--- src/rtl/fractal_sync_1d_rf_arb.sv ---
// fractal_sync_1d_rf_arb: per-port round-robin arbiter and check sequencer for the 1D sync RF.
// Optional issue-stall counter enabled by defining FRACTAL_SYNC_RF_ARB_STALL_CNT_EN.
module fractal_sync_1d_rf_arb #(
    parameter int unsigned N_REQ       = 4,
    parameter int unsigned LEVEL_WIDTH = 1,
    parameter int unsigned ID_WIDTH    = 1
) (
    input  logic                         clk_i,
    input  logic                         rst_ni,
    input  logic [N_REQ-1:0]             req_valid_i,
    output logic [N_REQ-1:0]             req_ready_o,
    input  logic [N_REQ*LEVEL_WIDTH-1:0] req_level_i,
    input  logic [N_REQ*ID_WIDTH-1:0]    req_id_i,
    input  logic [N_REQ-1:0]             req_remote_i,
    output logic [N_REQ-1:0]             rsp_valid_o,
    input  logic [N_REQ-1:0]             rsp_ready_i,
    output logic [N_REQ*2-1:0]           rsp_status_o,
    output logic [2*LEVEL_WIDTH-1:0]     rf_level_o,
    output logic [2*ID_WIDTH-1:0]        rf_id_o,
    output logic [1:0]                   rf_check_local_o,
    output logic [1:0]                   rf_check_remote_o,
    input  logic [1:0]                   rf_present_local_i,
    input  logic [1:0]                   rf_present_remote_i,
    input  logic [1:0]                   rf_id_err_i,
    input  logic [1:0]                   rf_sig_err_i,
    input  logic                         rf_bypass_local_i,
    input  logic                         rf_bypass_remote_i,
    output logic [15:0]                  stall_cnt_o
);

    localparam int unsigned N_GRP = N_REQ / 2;
    localparam int unsigned GW    = (N_GRP > 1) ? $clog2(N_GRP) : 1;

    localparam logic [1:0] ST_STORED  = 2'd0;
    localparam logic [1:0] ST_PRESENT = 2'd1;
    localparam logic [1:0] ST_ID_ERR  = 2'd2;
    localparam logic [1:0] ST_SIG_ERR = 2'd3;

    typedef enum logic [1:0] {
        IDLE  = 2'd0,
        ISSUE = 2'd1,
        RESP  = 2'd2
    } state_e;

    logic [1:0] issue_stall;

    for (genvar p = 0; p < 2; p++) begin : g_port
        state_e                 state_q;
        logic [GW-1:0]          rr_q;
        logic [GW-1:0]          owner_q;
        logic [LEVEL_WIDTH-1:0] level_q;
        logic [ID_WIDTH-1:0]    id_q;
        logic                   remote_q;
        logic [1:0]             status_q;

        logic                   found;
        logic [GW-1:0]          win;
        logic [GW-1:0]          win_next;
        logic [LEVEL_WIDTH-1:0] sel_level;
        logic [ID_WIDTH-1:0]    sel_id;
        logic                   sel_remote;
        logic                   rsp_ack;
        logic                   bypass;
        logic                   issue_go;
        logic [1:0]             status_d;

        // First valid requester at or after the RR pointer, wrapping in the group
        always_comb begin
            found = 1'b0;
            win   = '0;
            for (int unsigned j = 0; j < N_GRP; j++) begin
                if (!found && GW'(j) >= rr_q && req_valid_i[2*j+p]) begin
                    found = 1'b1;
                    win   = GW'(j);
                end
            end
            for (int unsigned j = 0; j < N_GRP; j++) begin
                if (!found && req_valid_i[2*j+p]) begin
                    found = 1'b1;
                    win   = GW'(j);
                end
            end
        end

        // Mux the winner's request fields and the owner's response ready
        always_comb begin
            sel_level  = '0;
            sel_id     = '0;
            sel_remote = 1'b0;
            rsp_ack    = 1'b0;
            for (int unsigned j = 0; j < N_GRP; j++) begin
                if (GW'(j) == win) begin
                    sel_level  = req_level_i[(2*j+p)*LEVEL_WIDTH +: LEVEL_WIDTH];
                    sel_id     = req_id_i[(2*j+p)*ID_WIDTH +: ID_WIDTH];
                    sel_remote = req_remote_i[2*j+p];
                end
                if (GW'(j) == owner_q) begin
                    rsp_ack = rsp_ready_i[2*j+p];
                end
            end
        end

        assign win_next = (win == GW'(N_GRP - 1)) ? '0 : win + GW'(1);

        assign bypass   = remote_q ? rf_bypass_remote_i : rf_bypass_local_i;
        assign issue_go = (state_q == ISSUE) && !bypass;
        assign issue_stall[p] = (state_q == ISSUE) && bypass;

        // Encode the RF result; errors win over present
        always_comb begin
            status_d = ST_STORED;
            if (remote_q) begin
                if (rf_sig_err_i[p]) begin
                    status_d = ST_SIG_ERR;
                end else if (rf_present_remote_i[p]) begin
                    status_d = ST_PRESENT;
                end
            end else begin
                if (rf_id_err_i[p]) begin
                    status_d = ST_ID_ERR;
                end else if (rf_present_local_i[p]) begin
                    status_d = ST_PRESENT;
                end
            end
        end

        // Port FSM: grant, issue one check, hold the response until taken
        always_ff @(posedge clk_i or negedge rst_ni) begin
            if (!rst_ni) begin
                state_q  <= IDLE;
                rr_q     <= '0;
                owner_q  <= '0;
                level_q  <= '0;
                id_q     <= '0;
                remote_q <= 1'b0;
                status_q <= ST_STORED;
            end else begin
                unique case (state_q)
                    IDLE: begin
                        if (found) begin
                            owner_q  <= win;
                            rr_q     <= win_next;
                            level_q  <= sel_level;
                            id_q     <= sel_id;
                            remote_q <= sel_remote;
                            state_q  <= ISSUE;
                        end
                    end
                    ISSUE: begin
                        if (!bypass) begin
                            status_q <= status_d;
                            state_q  <= RESP;
                        end
                    end
                    RESP: begin
                        if (rsp_ack) begin
                            state_q <= IDLE;
                        end
                    end
                    default: state_q <= IDLE;
                endcase
            end
        end

        assign rf_check_local_o[p]  = issue_go && !remote_q;
        assign rf_check_remote_o[p] = issue_go && remote_q;
        assign rf_level_o[p*LEVEL_WIDTH +: LEVEL_WIDTH] = level_q;
        assign rf_id_o[p*ID_WIDTH +: ID_WIDTH]          = id_q;

        for (genvar j = 0; j < N_GRP; j++) begin : g_req
            localparam int unsigned I = 2 * j + p;
            logic hit_rsp;
            assign req_ready_o[I] = (state_q == IDLE) && found
                                    && (win == GW'(j));
            assign hit_rsp = (state_q == RESP) && (owner_q == GW'(j));
            assign rsp_valid_o[I] = hit_rsp;
            assign rsp_status_o[2*I +: 2] = hit_rsp ? status_q : 2'b00;
        end
    end

`ifdef FRACTAL_SYNC_RF_ARB_STALL_CNT_EN
    logic [15:0] stall_cnt_q;

    // Saturating count of cycles with any port stalled in ISSUE
    always_ff @(posedge clk_i or negedge rst_ni) begin
        if (!rst_ni) begin
            stall_cnt_q <= '0;
        end else if (|issue_stall && stall_cnt_q != 16'hFFFF) begin
            stall_cnt_q <= stall_cnt_q + 16'd1;
        end
    end

    assign stall_cnt_o = stall_cnt_q;
`else
    logic unused_stall;
    assign unused_stall = ^issue_stall;
    assign stall_cnt_o  = '0;
`endif

endmodule

--- config.mk ---
export PLATFORM = sky130hd
export DESIGN_NAME = fractal_sync_1d_rf_arb
export DESIGN_NICKNAME = d
export VERILOG_FILES = /design/src/rtl/fractal_sync_1d_rf_arb.sv
export SDC_FILE = /design/constraint.sdc
export NUM_CORES = 1
export LEC_CHECK = 0
export ABC_AREA = 1
export BUFFER_PORTS_ARGS = -buffer_cell sky130_fd_sc_hd__buf_2
export CAP_MARGIN = 0
export CORE_ASPECT_RATIO = 0.75
export CORE_MARGIN = 5
export CORE_UTILIZATION = 47
export CTS_CLUSTER_SIZE = 20
export DETAILED_ROUTE_END_ITERATION = 12
export PLACE_DENSITY_LB_ADDON = 0.2
export SLEW_MARGIN = 30
export SYNTH_ARGS = -nofsm -noshare
export SYNTH_HDL_FRONTEND = slang
export SYNTH_SLANG_ARGS = --single-unit
export TNS_END_PERCENT = 5
--- constraint.sdc ---
create_clock -name clk_i -period 2.8 [get_ports clk_i]
set_input_delay 0.14 -clock clk_i [delete_from_list [all_inputs] [get_ports clk_i]]
set_output_delay 0.14 -clock clk_i [all_outputs]
set_load 0.03 [all_outputs]
Word level (Yosys, flattened, before mapping)
Index checks and enable logic that the tools add are counted.

Add/subtract/negate cells: 2. Order comparisons: 4. Equality and inequality tests: 10. Multiplexer cells: 48. Bitwise logic cells: 6. Reduce and logical (&&, ||, !) cells: 44.

Operators with widths (number): $mux W2 (16); $mux W1 (30); $logic_and A1 B1 Y1 (26); $ne A2 B2 Y1 const B (6); $pmux W2 S3 (2); $logic_not A1 Y1 (10); $reduce_and A2 Y1 (4); $not A1 Y1 (6); $reduce_and A3 Y1 (2); $eq A2 B1 Y1 const B (2); $eq A2 B2 Y1 const B (2); $ge A1 B1 Y1 const A (4); $logic_not A2 Y1 (2); $add A1 B1 Y1 const B (2).

Flip-flop bits (word level): 18. Bits of input ports: 32. Output and inout bits: 40.

Longest topological paths before layout
Gate-level depths: netlist of run 1.

Depth after elaboration: 15. Mapped depth: 7.

Worst setup path after synthesis of run 1
Ideal clock, no wire load.

Path kind: register to output. Start: reg g_port[0].state_q[0]. End: out rsp_status_o[0]. Arrival: 1.071 ns. Data required time: 2.660 ns. Path slack: 1.589 ns. Stages on the path, launching flop included: 4. Path buffers: 0. Cells stage by stage: dfrtp_1 > nor2_1 > nand2_1 > nor2_1.

Word-level cells in the longest chain between the ends: 3.

RTL lines: start, declared (line 48) `state_e state_q;`; start signal, assigned (line 130) `state_q <= IDLE;`; start signal, assigned (line 146) `state_q <= ISSUE;`; start signal, assigned (line 152) `state_q <= RESP;`; $eq A2 B2 Y1 (line 175) `assign hit_rsp = (state_q == RESP) && (owner_q == GW'(j));`; $logic_and A1 B1 Y1 (line 175); $mux W2 (line 177) `assign rsp_status_o[2*I +: 2] = hit_rsp ? status_q : 2'b00;`; end, declared (line 17) `output logic [N_REQ*2-1:0] rsp_status_o,`.

No other way between the ends.

Final worst setup path of run 1
Start: reg g_port[0].rr_q. End: out req_ready_o[0].

Word-level cells in the longest chain between the ends: 15. Elaborated cells between the ends (all ways): 20. Classes of those cells: order compare (2); mux (7); bitwise (1); reduce/logical (10).

RTL lines: start, declared (line 49) `logic [GW-1:0] rr_q;`; start signal, assigned (line 142) `rr_q <= win_next;`; $ge A1 B1 Y1 (line 72) `if (!found && GW'(j) >= rr_q && req_valid_i[2*j+p]) begin`; $logic_and A1 B1 Y1 (line 72); $mux W1 (line 72); $logic_not A1 Y1 (line 72); $logic_and A1 B1 Y1 (2 in series) (line 72); $mux W1 (line 72); $logic_not A1 Y1 (line 78) `if (!found && req_valid_i[2*j+p]) begin`; $logic_and A1 B1 Y1 (line 78); $mux W1 (line 78); $logic_not A1 Y1 (line 78); $logic_and A1 B1 Y1 (line 78); $mux W1 (line 78); $logic_and A1 B1 Y1 or $not A1 Y1 (tied branches) (line 173, 174); $logic_and A1 B1 Y1 * (line 174) `&& (win == GW'(j));`; end, declared (line 11) `output logic [N_REQ-1:0] req_ready_o,`.

Mark *: on every way between the ends. The rest lies on a longest branch, timed or not.

==> results.py, run 1 <==
metrics = {
    "global_route": {
        "overflow": 0,
        "antenna_found_initial": 0,
        "grt_usage_pct": 14.8,
        "grt_max_degree": 19,
        "grt_first_pass_wirelength_mm": 4.39,
        "grt_pass1_vias": 1056,
    },
    "logic_synthesis": {
        "ys.flop_type": "dfrtp_1",
        "synth.largest_area_cell": "dfrtp_1",
        "synth_most_common_cell": "nand2_1",
        "synthTopCellsByArea": "dfrtp_1, buf_4, nand2_1",
        "synth_top_cells_by_count": "nand2_1, buf_4, inv_1",
        "synth-seq-area-share_pct": 36.0,
        "netlist.area_leader.share_pct": 36.0,
        "yosys_warnings": 0,
        "syn_inst": 177,
        "synth_cell_types": 17,
        "synth_seq_cells": 18,
        "syn_area_per_cell_um2": 7.06,
        "synth-async-reset-ratio_pct": 100,
        "netlist_area_um2": 1250,
        "synth_edf_count": 0,
    },
    "clock_tree": {
        "clk_transition_reported_paths_ps": 110,
        "cts_made_buffers": 3,
        "clockRootBuffer": "clkbuf_4",
        "clock_sinks": 18,
        "cts_tree": "yes",
        "clockBufferDepth": 2,
        "clkLatencyLatePin_ps": 300,
        "h-tree-depth": 1,
        "post_cts_buffers": 0,
        "hold_buffers": 1,
        "cts_resized": 0,
    },
    "route": {
        "route.vias.total": 1135,
        "wire_per_inst_um": 9.90,
        "drc": 0,
        "wirelength_mm": 2.61,
        "drt_iter0_markers": 52,
        "dr.pass1.iters": 4,
        "antenna_left": 0,
        "drt-vias-per-instance": 4.30,
    },
    "setup_path": {
        "crit_path_end_kind": "primary output",
        "r2r_cells": 4,
        "reg2reg_from": "g_port[0].state_q[0]$_DFFE_PN0P_",
        "reg2reg_slack_ps": 1760,
        "cp-start-kind": "flip-flop",
        "critPathMaxFanout": 6,
        "crit_type": "flip-flop to primary output",
        "critical_path_required_ps": 2660,
        "r2r-end": "g_port[0].remote_q$_DFFE_PN0P_",
        "arrival_ps": 1330,
    },
    "cells_and_area": {
        "n_fill_cell": 255,
        "seq_area_um2": 450,
        "multi_input_area_um2": 571,
        "fin_nets": 261,
        "antenna_cells": 0,
        "stdcell_area_um2": 1490,
        "drive_gt1_share_pct": 34.2,
        "area_growth_pct": 19.4,
    },
    "timing": {
        "hold_ws_ps": 72.9,
        "setup_viol": 0,
        "rsz0062_at_grt": "false",
        "hold_viol": 0,
        "fin_crit_ps": 1470,
        "max_freq_mhz": 682,
        "finalMaxSlewViolations": 0,
        "finClkSkew_ps": 8.22,
        "setup_tns_ps": 0,
        "period_share_pct": 52.4,
    },
    "placement": {
        "placed_area_um2": 1450,
        "dpl.hpwl_mm": 2.17,
        "gp_congestion": 0.817,
        "io_buffers": 55,
    },
    "die": {
        "die_area_um2": 3800,
        "fp.dieW_um": 69.5,
        "coreArea_um2": 2580,
        "io_pins": 72,
        "placement_rows": 16,
        "start_util_pct": 48.4,
        "dieHeight_um": 54.7,
    },
    "pwr": {
        "p_leak_nw": 0.938,
        "finalPower_w": 0.00144,
        "vdd_ir_drop_max_mv": 0.490,
        "clkPwrFrac_pct": 11.4,
        "seqPwrFrac_pct": 33.0,
        "p_sw_share_pct": 51.0,
        "p_per_area_nw_per_um2": 966,
        "netSwitchingPower_w": 0.000735,
        "pwr-share-comb_pct": 55.6,
        "p_int_w": 0.000707,
    },
    "run": {
        "cap_violations": 0,
    },
    "status": {
        "outcome": "finished clean",
    },
    "min_path": {
        "hp-class": "primary input to flip-flop",
        "min_from": "req_id_i[0]",
        "holdPathEnd": "g_port[0].id_q$_DFFE_PN0P_",
        "whs_path_depth": 3,
    },
}
-- area by class of cell --
| class | count | share of cell area, % |
|---|---|---|
| sequential | 18 | 30.2 |
| timing repair buffer | 56 | 19.1 |
| tap | 36 | 3.02 |
| multi-input combinational | 122 | 38.2 |
| clock buffer | 4 | 2.43 |
| inverter | 28 | 7.04 |
-- power by group through the flow --
| stage | clock network (W) | logic, W | registers (W) |
|---|---|---|---|
| final | 0.000164 | 0.000802 | 0.000476 |
| after global routing | 0.000182 | 0.000906 | 0.000495 |
| after CTS | 0.000171 | 0.000811 | 0.000478 |
| after floorplan | 0 | 0.000704 | 0.000458 |
| after detailed placement | 0 | 0.000807 | 0.000480 |
| after global placement | 0 | 0.000803 | 0.000477 |
-- worst max-delay path by stage --
stage / start / end / slack [ps] / cells past startpoint
floorplan: g_port[0].state_q[0]$_DFFE_PN0P_ / rsp_status_o[0] / 1590 / 3
global placement: g_port[1].state_q[0]$_DFFE_PN0P_ / rsp_status_o[2] / 1660 / 4
detailed placement: g_port[1].state_q[0]$_DFFE_PN0P_ / rsp_status_o[2] / 1660 / 4
CTS: g_port[0].rr_q$_DFFE_PN0P_ / req_ready_o[0] / 1310 / 6
global route: g_port[1].state_q[1]$_DFFE_PN0P_ / req_ready_o[1] / 1190 / 6
finish: g_port[0].rr_q$_DFFE_PN0P_ / req_ready_o[0] / 1330 / 6
-- registers in the layout (all words and copies together) (netlist names) --
name	flops
g_port.id_q	2
g_port.level_q	2
g_port.owner_q	2
g_port.remote_q	2
g_port.rr_q	2
g_port.state_q	4
g_port.status_q	4
-- per-layer routing --
layer  track usage [%]  part of all wire (%)  vias to the layer above
met4              3.90                   1.0                        0
li1                  -                     -                      609
met5                 0                     0                        -
met2              25.5                    44                       43
met3              5.14                   8.9                        2
met1              18.1                    46                      481
-- cell families (layout without fill, tap and decap cells) --
| family | Yosys count | in the layout | share of synthesized area [%] |
|---|---|---|---|
| flip-flops | 18 | 18 | 36.0 |
| AND/OR/NAND/NOR | 92 | 92 | 34.2 |
| buffers and inverters | 52 | 88 | 22.8 |
| AO/OA/AOI/OAI | 14 | 14 | 6.61 |
| other | 1 | 16 | 0.300 |
-- cells in the final DEF, fill, tap and decap left out, types with 3 or more instances in the layout --
master,synthesis,final
buf_2,0,55
nand3_1,16,16
o21ai_1,8,8
conb_1,1,16
nand4_1,6,6
inv_2,6,6
inv_1,22,22
nand2_2,4,4
clkbuf_4,0,3
nor2_1,17,17
nand2_1,42,42
nor2_2,3,3
dfrtp_1,18,18
-- stage by stage --
stage | instances | utilization (%) | setup WS, ps
2_1_floorplan | 192 | - | 1590
3_3_place_gp | 259 | 56.0 | 1660
3_5_place_dp | 259 | 56.0 | 1660
4_1_cts | 264 | 57.8 | 1310
5_1_grt | 264 | 57.8 | 1190
6_report | 264 | 57.8 | 1330
-- critical path, cell delays in order (launching register included) --
cell and delay [ps]:
dfrtp_1 380, inv_1 60, nand2_1 100, nand2_1 170, nand2_1 90, inv_1 50, buf_2 180
No activity file was read; power rests on OpenSTA's default activity.
==> run 2, diff against run 1 <==
--- a/config.mk
+++ b/config.mk
@@ -10,7 +10,7 @@
 export CAP_MARGIN = 0
 export CORE_ASPECT_RATIO = 0.75
 export CORE_MARGIN = 5
-export CORE_UTILIZATION = 47
+export CORE_UTILIZATION = 44
 export CTS_CLUSTER_SIZE = 20
 export DETAILED_ROUTE_END_ITERATION = 12
 export PLACE_DENSITY_LB_ADDON = 0.2
==> constraint.sdc (replaced) <==
create_clock -name clk_i -period 1.5 [get_ports clk_i]
set_input_delay 0.075 -clock clk_i [delete_from_list [all_inputs] [get_ports clk_i]]
set_output_delay 0.075 -clock clk_i [all_outputs]
set_load 0.03 [all_outputs]
==> results.py, run 2 (synthesis gave the netlist of run 1 again) <==
metrics = {
    "pwr": {
        "clkPwrFrac_pct": 13.9,
        "vdd_ir_drop_max_mv": 0.734,
        "finalPower_w": 0.00279,
        "pwr-share-comb_pct": 54.1,
        "p_per_area_nw_per_um2": 1840,
        "p_leak_nw": 0.946,
        "p_sw_share_pct": 49.5,
        "seqPwrFrac_pct": 32.0,
        "p_int_w": 0.00141,
        "netSwitchingPower_w": 0.00138,
    },
    "min_path": {
        "hp-class": "primary input to flip-flop",
        "min_from": "req_level_i[1]",
        "whs_path_depth": 3,
        "holdPathEnd": "g_port[1].level_q$_DFFE_PN0P_",
    },
    "setup_path": {
        "r2r-end": "g_port[0].remote_q$_DFFE_PN0P_",
        "critical_path_required_ps": 1420,
        "cp_num_buf_inv": 1,
        "crit_path_frequent_cell": "nor2_1",
        "crit_family": "flip-flops",
        "crit_slowest_cell": "dfrtp_1",
        "arrival_ps": 1270,
        "cp-start-kind": "flip-flop",
        "crit_type": "flip-flop to primary output",
        "critPathMaxFanout": 4,
        "cp_slowest_stage_delay_ps": 420,
        "crit_path_end_kind": "primary output",
        "reg2reg_slack_ps": 450,
        "r2r_cells": 4,
        "path_cells": "nor2_1 > nand2_1 > nor2_1 > buf_2",
        "reg2reg_from": "g_port[0].state_q[0]$_DFFE_PN0P_",
    },
    "timing": {
        "finClkSkew_ps": 4.50,
        "hold_viol": 0,
        "finalMaxSlewViolations": 0,
        "max_freq_mhz": 746,
        "fin_crit_ps": 1340,
        "setup_viol": 0,
        "setup_tns_ps": 0,
        "period_share_pct": 89.4,
        "rsz0062_at_grt": "false",
    },
    "route": {
        "wire_per_inst_um": 10.1,
        "antenna_left": 0,
        "route.vias.total": 1141,
        "dr.pass1.iters": 4,
        "drt_iter0_markers": 16,
        "drt-vias-per-instance": 4.32,
        "wirelength_mm": 2.66,
        "drc": 0,
    },
    "die": {
        "placement_rows": 16,
        "die_area_um2": 4020,
        "coreArea_um2": 2660,
        "fp.dieW_um": 71.5,
        "io_pins": 72,
        "dieHeight_um": 56.2,
        "start_util_pct": 46.9,
    },
    "global_route": {
        "grt_pass1_vias": 1082,
        "grt_max_degree": 19,
        "grt_first_pass_wirelength_mm": 4.46,
        "antenna_found_initial": 0,
        "overflow": 0,
        "grt_usage_pct": 13.3,
    },
    "clock_tree": {
        "cts_resized": 0,
        "clockRootBuffer": "clkbuf_8",
        "clk_transition_reported_paths_ps": 60,
        "cts_tree": "yes",
        "clock_sinks": 18,
        "cts_made_buffers": 3,
        "h-tree-depth": 1,
        "hold_buffers": 1,
        "clkLatencyLatePin_ps": 250,
        "clockBufferDepth": 2,
        "post_cts_buffers": 0,
    },
    "placement": {
        "gp_congestion": 0.783,
        "placed_area_um2": 1450,
        "io_buffers": 55,
        "dpl.hpwl_mm": 2.25,
    },
    "cells_and_area": {
        "stdcell_area_um2": 1510,
        "drive_gt1_share_pct": 34.2,
        "layout_commonest_cell": "buf_2",
        "reg_top3": "g_port.state_q x4, g_port.status_q x4",
        "mostFrequentLayoutCells": "buf_2, nand2_1, inv_1",
        "area_growth_pct": 20.9,
        "fin_nets": 261,
        "antenna_cells": 0,
    },
    "status": {
        "outcome": "finished clean",
    },
    "run": {
        "cap_violations": 0,
    },
}
==> run 2: cell counts in the layout (fill, tap and decap cells not counted) <==
Identical to the previous run, type by type.
==> run 2: tightest hold or removal path, stage by stage <==
cell     delay [ps]
buf_2            80
nand3_1          60
nand3_1          60
==> run 2: worst max-delay path by stage <==
stage               depth (start not counted)                             start  slack (ps)         endpoint
floorplan                                   3  g_port[0].state_q[0]$_DFFE_PN0P_         350  rsp_status_o[0]
global placement                            4  g_port[1].state_q[0]$_DFFE_PN0P_         420  rsp_status_o[6]
detailed placement                          4  g_port[1].state_q[0]$_DFFE_PN0P_         430  rsp_status_o[3]
CTS                                         4  g_port[1].state_q[0]$_DFFE_PN0P_         140  rsp_status_o[3]
global route                                6        g_port[0].rr_q$_DFFE_PN0P_           2   req_ready_o[0]
finish                                      4  g_port[0].state_q[0]$_DFFE_PN0P_         160  rsp_status_o[4]
==> run 2: through the flow <==
stage               hold slack (ps)  instances  setup slack (ps)  util, %
CTS                            49.4        264               140     56.8
finish                         57.7        264               159     56.8
global placement               22.0        259               419     54.3
global route                   62.4        264              1.74     56.8
detailed placement             23.4        259               433     54.3
floorplan                      -221        192               354        -
==> run 2: power groups by stage <==
stage / Combinational [W] / Clock (W) / Sequential, W
after floorplan: 0.00131 / 0 / 0.000855
after global placement: 0.00151 / 0 / 0.000897
after detailed placement: 0.00153 / 0 / 0.000892
after CTS: 0.00153 / 0.000406 / 0.000889
after global routing: 0.00169 / 0.000425 / 0.000922
final: 0.00151 / 0.000388 / 0.000891
==> run 2: metal layers <==
metal | share of wire, % | wire (um) | global-route usage (%) | vias to the layer above
met5 | 0 | 0 | 0 | -
li1 | - | - | - | 610
met1 | 47 | 1240 | 17.0 | 488
met4 | 0.71 | 19 | 2.41 | 0
met2 | 43 | 1140 | 21.9 | 41
met3 | 9.7 | 259 | 4.51 | 2
==> run 2: cell type report <==
cell class / instances / area (um^2)
fill: 260 / 1150
multi-input combinational: 122 / 571
sequential: 18 / 450
timing repair buffer: 56 / 285
inverter: 28 / 105
clock buffer: 4 / 55.1
tap: 36 / 45.0
==> run 3, diff against run 2 <==
--- a/config.mk
+++ b/config.mk
@@ -10,7 +10,7 @@
 export CAP_MARGIN = 0
 export CORE_ASPECT_RATIO = 0.75
 export CORE_MARGIN = 5
-export CORE_UTILIZATION = 44
+export CORE_UTILIZATION = 47
 export CTS_CLUSTER_SIZE = 20
 export DETAILED_ROUTE_END_ITERATION = 12
 export PLACE_DENSITY_LB_ADDON = 0.2
==> constraint.sdc (replaced) <==
create_clock -name clk_i -period 1.56 [get_ports clk_i]
set_input_delay 0.078 -clock clk_i [delete_from_list [all_inputs] [get_ports clk_i]]
set_output_delay 0.078 -clock clk_i [all_outputs]
set_load 0.03 [all_outputs]
==> results.py, run 3 (synthesis gave the netlist of run 1 again) <==
metrics = {
    "pwr": {
        "vdd_ir_drop_max_mv": 0.848,
        "p_per_area_nw_per_um2": 1730,
        "p_leak_nw": 0.938,
    },
    "route": {
        "wire_per_inst_um": 10.1,
        "dr.pass1.iters": 4,
        "drt-vias-per-instance": 4.36,
        "drt_iter0_markers": 73,
        "route.vias.total": 1151,
        "wirelength_mm": 2.65,
        "drc": 0,
        "antenna_left": 0,
    },
    "placement": {
        "io_buffers": 55,
        "placed_area_um2": 1450,
        "placed_cells": 259,
        "dp_slack_ps": 459,
        "dpl.hpwl_mm": 2.19,
        "gp_congestion": 0.817,
    },
    "cells_and_area": {
        "antenna_cells": 0,
        "layout_commonest_cell": "buf_2",
        "reg_top3": "g_port.state_q x4, g_port.status_q x4",
        "final_cells": 264,
        "n_fill_cell": 271,
        "stdcell_area_um2": 1500,
        "fin_nets": 261,
        "drive_gt1_share_pct": 34.6,
        "mostFrequentLayoutCells": "buf_2, nand2_1, inv_1",
        "area_growth_pct": 19.6,
    },
    "timing": {
        "period_share_pct": 90.4,
        "fin_crit_ps": 1410,
        "finClkSkew_ps": 1.28,
        "max_freq_mhz": 709,
        "hold_ws_ps": 24.3,
        "finalMaxSlewViolations": 0,
        "hold_viol": 0,
        "setup_viol": 0,
        "rsz0062_at_grt": "false",
        "setup_tns_ps": 0,
        "layout_setup_ws_ps": 150,
    },
    "clock_tree": {
        "cts_tree": "yes",
        "clock_sinks": 18,
        "clkLatencyLatePin_ps": 290,
        "clockRootBuffer": "clkbuf_4",
        "h-tree-depth": 1,
        "clk_transition_reported_paths_ps": 100,
        "clockBufferDepth": 2,
        "cts_made_buffers": 3,
    },
    "setup_path": {
        "crit_path_end_kind": "primary output",
        "path_cells": "inv_1 > nand2_2 > nor2_4 > nand2_1 > inv_1 > buf_2",
        "crit_path_frequent_cell": "inv_1",
        "critPathMaxFanout": 5,
        "critical_path_required_ps": 1480,
        "arrival_ps": 1330,
        "crit_type": "flip-flop to primary output",
        "crit_slowest_cell": "dfrtp_1",
        "cp_slowest_stage_delay_ps": 410,
        "cp-start-kind": "flip-flop",
    },
    "global_route": {
        "grt_pass1_vias": 1044,
        "antenna_found_initial": 0,
        "grt_usage_pct": 14.5,
        "grt_first_pass_wirelength_mm": 4.35,
        "grt_max_degree": 19,
        "overflow": 0,
    },
    "die": {
        "coreArea_um2": 2580,
        "fp.dieW_um": 69.5,
        "placement_rows": 16,
        "io_pins": 72,
        "die_area_um2": 3800,
        "start_util_pct": 48.4,
        "dieHeight_um": 54.7,
    },
    "run": {
        "cap_violations": 0,
    },
    "status": {
        "outcome": "finished clean",
    },
    "min_path": {
        "hp-class": "primary input to flip-flop",
    },
}
run 3: cell types whose count changed in the layout (fill, tap and decap cells not counted):
cell	delta
clkbuf_4	+3
clkbuf_8	-3
nor2_1	-1
nor2_2	+1
run 3: final timing paths:
kind,start,endpoint,slack (ps),cells after the start
min,req_level_i[1],g_port[1].level_q$_DFFE_PN0P_,20,3
max reg2reg,g_port[0].state_q[0]$_DFFE_PN0P_,g_port[0].remote_q$_DFFE_PN0P_,500,4
max in group asynchronous,rst_ni,g_port[0].id_q$_DFFE_PN0P_,990,2
min reg2reg,g_port[0].status_q[0]$_DFFE_PN0P_,g_port[0].status_q[0]$_DFFE_PN0P_,490,2
max,g_port[1].state_q[1]$_DFFE_PN0P_,req_ready_o[1],150,6
min in group asynchronous,rst_ni,g_port[1].status_q[0]$_DFFE_PN0P_,280,2
run 3: area by class of cell:
class	instances	area [um^2]	area share [%]
Tap cell	36	45.0	3.01
Sequential cell	18	450	30.1
Clock buffer	4	36.3	2.43
Timing Repair Buffer	56	285	19.1
Inverter	28	105	7.03
Multi-Input combinational cell	122	573	38.3
run 3: power by group:
part	internal, W	switching (W)	leakage (nW)
Sequential	0.000685	0.000173	0.223
Combinational	0.000443	0.00101	0.693
Clock	0.000142	0.000142	0.0210
Total	0.00127	0.00132	0.938
run 3: timing repair:
action                                  4_1_cts  5_1_grt
endpoints found under the setup margin        0        2
gates resized for setup                       0        1
hold buffers                                  1        0
endpoints found under the hold margin        18        0
setup buffers                                 0        0
run 3: worst max-delay path: cells and delay by family (launching register included):
family | cells | cell delay, ps
flip-flops | 1 | 410
buffers and inverters | 3 | 350
AND/OR/NAND/NOR | 3 | 300
run 3: metal layers:
metal,up-vias,GRT usage [%],routed length (um)
li1,614,-,-
met1,496,17.9,1250
met2,39,25.3,1190
met3,2,4.22,197
met4,0,3.90,23
met5,-,0,0
run 3: metrics by stage:
stage	power, W	util, %
finish	0.00259	57.9
global placement	0.00230	56.0
CTS	0.00262	57.8
global route	0.00285	57.9
detailed placement	0.00232	56.0
floorplan	0.00209	-
